[src/rtl/controller_sequencer_if.sv]
// Sequencer bus: T-state ring and opcode in, SAP-1 control word and status out.
// The signal names are those of the original controller_sequencer ports.
interface controller_sequencer_if #(
    parameter int unsigned CNT_W = 8
);
    logic [5:0]       t;
    logic [3:0]       opcode;
    logic [11:0]      con;
    logic             hlt;
    logic             sync_err;
    logic [CNT_W-1:0] instr_count;

    modport master (
        output t,
        output opcode,
        input  con,
        input  hlt,
        input  sync_err,
        input  instr_count
    );

    modport slave (
        input  t,
        input  opcode,
        output con,
        output hlt,
        output sync_err,
        output instr_count
    );
endinterface

[src/rtl/controller_sequencer.sv]
// SAP-1 control sequencer: decodes the one-hot T-state and the opcode into CON.
// It also holds the HLT latch, a shadow-ring sync checker and a retired-instruction counter.
module controller_sequencer #(
    parameter int unsigned CNT_W  = 8,
    parameter logic [3:0]  OP_LDA = 4'h0,
    parameter logic [3:0]  OP_ADD = 4'h1,
    parameter logic [3:0]  OP_SUB = 4'h2,
    parameter logic [3:0]  OP_OUT = 4'hE,
    parameter logic [3:0]  OP_HLT = 4'hF
) (
    input  logic                  clk,
    input  logic                  res,
    controller_sequencer_if.slave bus
);

    // {Cp,Ep,Lm_n,CE_n,Li_n,Ei_n,La_n,Ea,Su,Eu,Lb_n,Lo_n}
    localparam logic [11:0] CON_IDLE  = 12'h3E3;
    localparam logic [11:0] CON_F1    = 12'h5E3;
    localparam logic [11:0] CON_F2    = 12'hBE3;
    localparam logic [11:0] CON_F3    = 12'h263;
    localparam logic [11:0] CON_MAR   = 12'h1A3;
    localparam logic [11:0] CON_LDA5  = 12'h2C3;
    localparam logic [11:0] CON_LDB5  = 12'h2E1;
    localparam logic [11:0] CON_ADD6  = 12'h3C7;
    localparam logic [11:0] CON_SUB6  = 12'h3CF;
    localparam logic [11:0] CON_OUT4  = 12'h3F2;

    localparam logic [5:0]  T1 = 6'b100000;
    localparam logic [5:0]  T4 = 6'b000100;
    localparam logic [5:0]  T6 = 6'b000001;

    typedef enum logic [2:0] {
        ST_T1,
        ST_T2,
        ST_T3,
        ST_T4,
        ST_T5,
        ST_T6,
        ST_NONE
    } step_t;

    logic             r_hlt;
    logic             r_sync_err;
    logic [CNT_W-1:0] r_cnt;
    logic [5:0]       r_exp;

    logic             w_onehot;
    logic             w_match;
    step_t            w_step;
    logic [11:0]      w_con;

    assign w_onehot = $onehot(bus.t);
    assign w_match  = (bus.t == r_exp);

    always_comb begin
        w_step = ST_NONE;
        case (bus.t)
            6'b100000: w_step = ST_T1;
            6'b010000: w_step = ST_T2;
            6'b001000: w_step = ST_T3;
            6'b000100: w_step = ST_T4;
            6'b000010: w_step = ST_T5;
            6'b000001: w_step = ST_T6;
            default:   w_step = ST_NONE;
        endcase
    end

    // Decode ignores sync_err on purpose: a flagged ring still drives valid one-hot steps.
    always_comb begin
        w_con = CON_IDLE;
        if (!r_hlt) begin
            case (w_step)
                ST_T1: w_con = CON_F1;
                ST_T2: w_con = CON_F2;
                ST_T3: w_con = CON_F3;
                ST_T4: begin
                    if (bus.opcode == OP_LDA || bus.opcode == OP_ADD ||
                        bus.opcode == OP_SUB) begin
                        w_con = CON_MAR;
                    end else if (bus.opcode == OP_OUT) begin
                        w_con = CON_OUT4;
                    end
                end
                ST_T5: begin
                    if (bus.opcode == OP_LDA) begin
                        w_con = CON_LDA5;
                    end else if (bus.opcode == OP_ADD || bus.opcode == OP_SUB) begin
                        w_con = CON_LDB5;
                    end
                end
                ST_T6: begin
                    if (bus.opcode == OP_ADD) begin
                        w_con = CON_ADD6;
                    end else if (bus.opcode == OP_SUB) begin
                        w_con = CON_SUB6;
                    end
                end
                default: w_con = CON_IDLE;
            endcase
        end
    end

    // The shadow ring free-runs and is never resynced to t, so one slip keeps flagging.
    always_ff @(posedge clk) begin
        if (res) begin
            r_hlt      <= 1'b0;
            r_sync_err <= 1'b0;
            r_cnt      <= '0;
            r_exp      <= T1;
        end else if (!r_hlt) begin
            if (!w_match || !w_onehot) begin
                r_sync_err <= 1'b1;
            end
            r_exp <= {r_exp[0], r_exp[5:1]};
            if (w_match && bus.t == T6) begin
                r_cnt <= r_cnt + 1'b1;
            end
            if (bus.t == T4 && bus.opcode == OP_HLT) begin
                r_hlt <= 1'b1;
            end
        end
    end

    assign bus.con         = w_con;
    assign bus.hlt         = r_hlt;
    assign bus.sync_err    = r_sync_err;
    assign bus.instr_count = r_cnt;

endmodule

[src/flat_wrapper.sv]
// flat-port wrapper written by rule: the top's interface ports become plain ports
module controller_sequencer_flat 
#(
    parameter int unsigned CNT_W  = 8,
    parameter logic [3:0]  OP_LDA = 4'h0,
    parameter logic [3:0]  OP_ADD = 4'h1,
    parameter logic [3:0]  OP_SUB = 4'h2,
    parameter logic [3:0]  OP_OUT = 4'hE,
    parameter logic [3:0]  OP_HLT = 4'hF
)
  (clk, res, bus_t, bus_opcode, bus_con, bus_hlt, bus_sync_err, bus_instr_count);
  controller_sequencer_if #(.CNT_W(CNT_W)) bus_i ();
  input  logic clk;
  input  logic res;
  input wire logic [$bits(bus_i.t)-1:0] bus_t;
  input wire logic [$bits(bus_i.opcode)-1:0] bus_opcode;
  output wire logic [$bits(bus_i.con)-1:0] bus_con;
  output wire logic [$bits(bus_i.hlt)-1:0] bus_hlt;
  output wire logic [$bits(bus_i.sync_err)-1:0] bus_sync_err;
  output wire logic [$bits(bus_i.instr_count)-1:0] bus_instr_count;
  assign bus_i.t = bus_t;
  assign bus_i.opcode = bus_opcode;
  assign bus_con = bus_i.con;
  assign bus_hlt = bus_i.hlt;
  assign bus_sync_err = bus_i.sync_err;
  assign bus_instr_count = bus_i.instr_count;
  controller_sequencer #(.CNT_W(CNT_W), .OP_LDA(OP_LDA), .OP_ADD(OP_ADD), .OP_SUB(OP_SUB), .OP_OUT(OP_OUT), .OP_HLT(OP_HLT)) u_core (.clk(clk), .res(res), .bus(bus_i));
endmodule
[config.mk]
export PLATFORM = sky130hd
export DESIGN_NAME = controller_sequencer_flat
export DESIGN_NICKNAME = d
export VERILOG_FILES = /design/src/rtl/controller_sequencer_if.sv /design/src/rtl/controller_sequencer.sv /design/src/flat_wrapper.sv
export SDC_FILE = /design/constraint.sdc
export NUM_CORES = 1
export LEC_CHECK = 0
export BUFFER_PORTS_ARGS = -buffer_cell sky130_fd_sc_hd__buf_2
export CAP_MARGIN = 0
export CORE_ASPECT_RATIO = 1.4
export CORE_MARGIN = 10
export CORE_UTILIZATION = 35
export DETAILED_ROUTE_END_ITERATION = 10
export GPL_TIMING_DRIVEN = 0
export PLACE_DENSITY_LB_ADDON = 0.3
export SETUP_SLACK_MARGIN = 0.02
export SLEW_MARGIN = 20
export SYNTH_ARGS = -nofsm -noshare
export SYNTH_HDL_FRONTEND = slang
export SYNTH_SLANG_ARGS = --single-unit
[constraint.sdc]
create_clock -name clk -period 2.6 [get_ports clk]
set_input_delay 0.13 -clock clk [delete_from_list [all_inputs] [get_ports clk]]
set_output_delay 0.13 -clock clk [all_outputs]
set_load 0.005 [all_outputs]
Word level (Yosys, flattened, before mapping) --
Cells that the tools add are included. Widths: inputs -> output; s select.
Storage, ports and cells: bits of input ports 12, bits in writable memories 0, latch bits 0, memories 0, bits in registers 16, word-level logic and storage cells 51, memory bits (read-only) 0
Cells by class: multiply operators 0, shift-type cells 0, eq/ne operators 17, divide/modulo/power cells 0, add/sub/neg operators 6, reduce and logical (&&, ||, !) cells 12, bitwise gates (word level) 1, multiplexer cells 11, order comparisons 0
Operator list (number):
- $pmux 12 s6 | 1
- $mux 12 | 4
- $pmux 3 s6 | 1
- $mux 9 | 1
- $add 8x1->8 const B | 1
- $eq 4x4->1 const B | 2
- $add 1x1->2 | 3
- $add 3x3->3 | 2
- $eq 3x1->1 const B | 2
- $eq 3x2->1 const B | 2
- $eq 3x3->1 const B | 2
- $eq 6x1->1 const B | 1
- $eq 6x2->1 const B | 1
- $eq 6x3->1 const B | 1
- $eq 6x4->1 const B | 1
- $eq 6x5->1 const B | 1
- $eq 6x6->1 | 1
- $eq 6x6->1 const B | 1
- $mux 6 | 1
- $mux 5 | 1
- $eq 4x1->1 const B | 1
- $eq 4x2->1 const B | 1
- $logic_not 4->1 | 1
- $logic_or 1x1->1 | 4
- other kinds (6) | 10

Logic depth before layout (Yosys ltp) --
word-level depth 7, depth in mapped cells 11, gate-level depth less buffers 11

Least setup slack after synthesis --
Ideal clock, no wire load.
kind reg2reg, start reg u_core.r_exp[1], end reg u_core.r_cnt[4] (netlist: u_core.bus.instr_count[4]), library setup time 70 ps, stages on the path, launching flop included 7, buffers on the path 1, path slack 577 ps, clock period less this slack 2023 ps, arrival 1953 ps, required time 2530 ps, cell sequence dfxtp_1 -> xor2_1 -> nor4_2 -> or4b_1 -> buf_2 -> or4_1 -> a21oi_1
Between the ends: word-level cells in the longest chain between the ends 3
RTL lines:
- start, declared | line controller_sequencer.sv:45 | logic [5:0] r_exp;
- start signal, assigned | line controller_sequencer.sv:114 | r_exp <= {r_exp[0], r_exp[5:1]};
- $eq 6x6->1 | line controller_sequencer.sv:53 | assign w_match = (bus.t == r_exp);
- $logic_and 1x1->1 | line controller_sequencer.sv:115 | if (w_match && bus.t == T6) begin
- $reduce_and 2->1 (no source line)
- end signal, assigned | line controller_sequencer.sv:116 | r_cnt <= r_cnt + 1'b1;
- end, declared | line controller_sequencer.sv:44 | logic [CNT_W-1:0] r_cnt;
No other way between the ends. A chain may end at the register's enable or synchronous reset.

Final worst setup path --
start in bus_t[3], end out bus_con[3]
Between the ends: word-level cells in the longest chain between the ends 5, elaborated cells between the ends (all ways) 15, those cells by class eq/ne (11); mux (3); reduce/logical (1)
RTL lines:
- start, declared | line flat_wrapper.sv:15 | input wire logic [$bits(bus_i.t)-1:0] bus_t;
- $eq 6x1->1, or another cell as far along | line controller_sequencer.sv:57 | case (bus.t)
- $pmux 3 s6 * | line controller_sequencer.sv:57
- $eq 3x3->1, or another cell as far along | line controller_sequencer.sv:72 | case (w_step)
- $pmux 12 s6 * | line controller_sequencer.sv:72
- $mux 12 * | line controller_sequencer.sv:71 | if (!r_hlt) begin
- end, declared | line flat_wrapper.sv:17 | output wire logic [$bits(bus_i.con)-1:0] bus_con;
Every way passes the cells marked *; elsewhere a longest branch is shown, timed or not.

==> impl_metrics.csv <==
group,metric,value,unit
timing,tightest_slew,0.5735,ns
critical_path,endpoint_kind,"output pin",
grt,grt_pass1_vias,1274,
min_path,hold_path_class,"in2reg",
critical_path,r2r-end,"u_core.bus.instr_count[3]$_SDFFE_PP0P_",
critical_path,critical_path_class,"in2out",
timing,clock.fmax,428.4,MHz
floorplan,core.rowCount,26,
detailed_routing,wire_per_inst,12.97,um
clock_tree,post_cts.repair.setup_buffers,0,
detailed_routing,antenna_left,0,
power_and_ir_drop,power_frac_seq,43.8,%
critical_path,cp_data_arrival_time,2.20,ns
timing,period_minus_slack,2.335,ns
timing,timing.final.crit_share,89.79,%
timing,worst_slack,0.2655,ns
power_and_ir_drop,cellInternalPower,426.5,uW
power_and_ir_drop,switching_share,26.09,%
min_path,holdPathEnd,"u_core.r_exp[3]$_SDFFE_PP0N_",
power_and_ir_drop,vdd_drop_max,329.4,uV
detailed_routing,wirelength,3112,um
floorplan,core,3643,um^2
place,dpl.hpwl,2600,um
critical_path,path_max_fanout,8,
clock_tree,htreeDepth,1,
critical_path,r2r_setup_slack,0.34,ns
grt,grt_max_degree,11,
floorplan,dieArea,6691,um^2
clock_tree,cts_resized,0,
floorplan,initial_core_util,36.44,%
logic_synthesis,ys_ff_latch,16,
timing,rsz0062_at_grt,"no",
power_and_ir_drop,power_frac_clock,38.3,%
critical_path,reg2reg_from,"u_core.r_exp[1]$_SDFFE_PP0N_",
logic_synthesis,yosys_warnings,0,
logic_synthesis,netlist_area,1328,um^2
floorplan,ios,34,
detailed_routing,routed_via_density,5.125,
critical_path,critPathLaunchType,"input pin",
power_and_ir_drop,p_leak,0.0007234,uW
floorplan,die_x,72.05,um
timing,slew_headroom,61.60,%
timing,timing.final.hold_violations,0,
place,port_buffers,30,
power_and_ir_drop,power_density,364.0,nW/um^2
logic_synthesis,syn_area_per_cell,8.095,um^2
logic_synthesis,seq_area_frac_synth,24.13,%
timing,drv_slew,0,
flow_run,maxCapViolCount,0,
timing,setup_viol,0,
grt,antenna_found_initial,0,
cells_and_area,nets,230,
critical_path,r2r.worst_path.cells,6,
logic_synthesis,synth_fp_nets,195,
min_path,min_path_cells,2,
cells_and_area,final_layout_size_suffix_gt1_share,18.18,%
detailed_routing,first_pass_iters,4,
clock_tree,cts_buffer_depth,2,
power_and_ir_drop,p_comb_share,17.9,%
cells_and_area,area_growth,19.42,%
grt,grt.total_usage,9.690,%
clock_tree,worstSkewPairLatency,0.25,ns
detailed_routing,drc_errors,0,
place,place_ws,0.2662,ns
cells_and_area,final_cell_mix,"buf_2, nor2_1, inv_1",
timing,finalClockSkew,0.0009013,ns
cells_and_area,diodes,0,
outcome,status,"finished clean",
grt,overflow,0,
clock_tree,cts_buffers,3,
floorplan,die_h,92.87,um
logic_synthesis,syn_inst,164,
critical_path,cp.required,2.47,ns
timing,tns,0,ns
clock_tree,path_clk_slew,0.06,ns
clock_tree,cts_tree,"yes",
clock_tree,cts_hold_buf,0,
grt,grt_pass1_wl,5526,um
logic_synthesis,ys_types,40,
cells_and_area,layout_commonest_cell,"buf_2",
detailed_routing,drtIter0Drc,41,
detailed_routing,vias,1230,
clock_tree,root_buffer,"clkbuf_8",
place,gp_congestion,0.7920,
clock_tree,cts_sinks,16,
power_and_ir_drop,power.switching,150.6,uW
min_path,worstHoldStart,"res",
==> worst max-delay path, cell delays in order <==
cell and delay [ns]:
buf_2 0.13, inv_1 0.07, ha_1 0.20, o211ai_1 0.50, ha_1 0.37, nor2_1 0.23
nand4_1 0.17, nor4_1 0.25, buf_2 0.16
==> sequential cells by signal, summed over array words and instances (netlist names) <==
register,cells
u_core.r_exp,6
u_core.bus.sync_err,1
u_core.bus.hlt,1
u_core.bus.instr_count,8
==> kinds of logic after synthesis <==
family	after synthesis	synth area share, %
xor+xnor	12	7.918
compound gates	28	14.14
flops	16	24.13
simple gates	58	23.09
fa+ha+maj	19	19.04
buf+inv	25	7.162
mux	6	4.524
==> synthesized netlist by cell type <==
library cell  count  area [um^2]
nor2_1           20        75.07
inv_1            19        71.32
ha_1             17        212.7
dfxtp_1          16        320.3
xor2_1            9        78.83
nor3_1            7        35.03
a21oi_1           6        30.03
mux2i_1           6        60.06
nand2_1           6        22.52
o21ai_0           6        30.03
clkbuf_1          4        15.01
nand4_1           4        25.02
o31ai_1           4        30.03
or4_1             3        22.52
xnor2_1           3        26.28
a31oi_1           2        12.51
and2_1            2        12.51
fa_1              2        40.04
nand2b_1          2        12.51
nand3_1           2        10.01
nor2b_1           2        12.51
nor4_1            2        12.51
o211ai_1          2        15.01
or3_1             2        12.51
a2111oi_0         1        8.760
a211o_1           1        8.760
a211oi_1          1        7.510
a21o_1            1        7.510
a22o_1            1        8.760
a32o_1            1        10.01
a32oi_1           1        8.760
and3_1            1        6.260
and3b_1           1        8.760
buf_1             1        3.750
buf_2             1        5.000
nand3b_1          1        7.510
nand4b_1          1        8.760
nor4_2            1        12.51
o211a_1           1        10.01
or4b_1            1        10.01
==> worst max-delay path by stage <==
stage,startpoint,to,slack [ns],cells past startpoint
after CTS,bus_t[3],bus_con[3],0.27,9
after global routing,bus_t[3],bus_con[3],0.04,9
after global placement,bus_t[3],bus_con[3],0.29,9
final,bus_t[3],bus_con[3],0.27,9
after floorplan,u_core.r_exp[1]$_SDFFE_PP0N_,u_core.bus.instr_count[4]$_SDFFE_PP0P_,0.58,6
after detailed placement,bus_t[3],bus_con[3],0.27,9
==> per-layer routing <==
layer	GRT usage (%)	vias up	part of all wire [%]
met1	9.701	558	41
met3	3.205	5	8.7
met2	17.92	31	49
met4	3.398	0	1.4
li1	-	636	-
met5	0	-	0
==> layout make-up <==
cell class                 count  area (um^2)
sequential                    16        320.3
multi-input combinational    123        912.1
fill                         397         2058
buffer                         6        23.77
timing repair buffer          30        150.1
tap                           42        52.55
clock buffer                   4        55.05
inverter                      19        71.32
==> power groups by stage <==
stage	clock network [uW]	logic (uW)	registers (uW)
final	221	103	253
after global routing	235	122	254
after CTS	221	106	253
after detailed placement	0	105	258
after global placement	0	104	258
after floorplan	0	70.4	258
==> through the flow <==
| step | power (uW) | hold slack [ns] | instances | utilization, % | instance area, um^2 |
|---|---|---|---|---|---|
| CTS | 580.1 | 0.2033 | 240 | 43.51 | 1585 |
| global placement | 362.1 | 0.4516 | 236 | 42.00 | 1530 |
| floorplan | 328.1 | 0.2953 | 164 | - | 1328 |
| global route | 610.5 | 0.2525 | 240 | 43.51 | 1585 |
| finish | 577.1 | 0.1904 | 240 | 43.51 | 1585 |
| detailed placement | 363.3 | 0.4595 | 236 | 42.00 | 1530 |
Note: power is estimated with default switching activity, not from simulation.
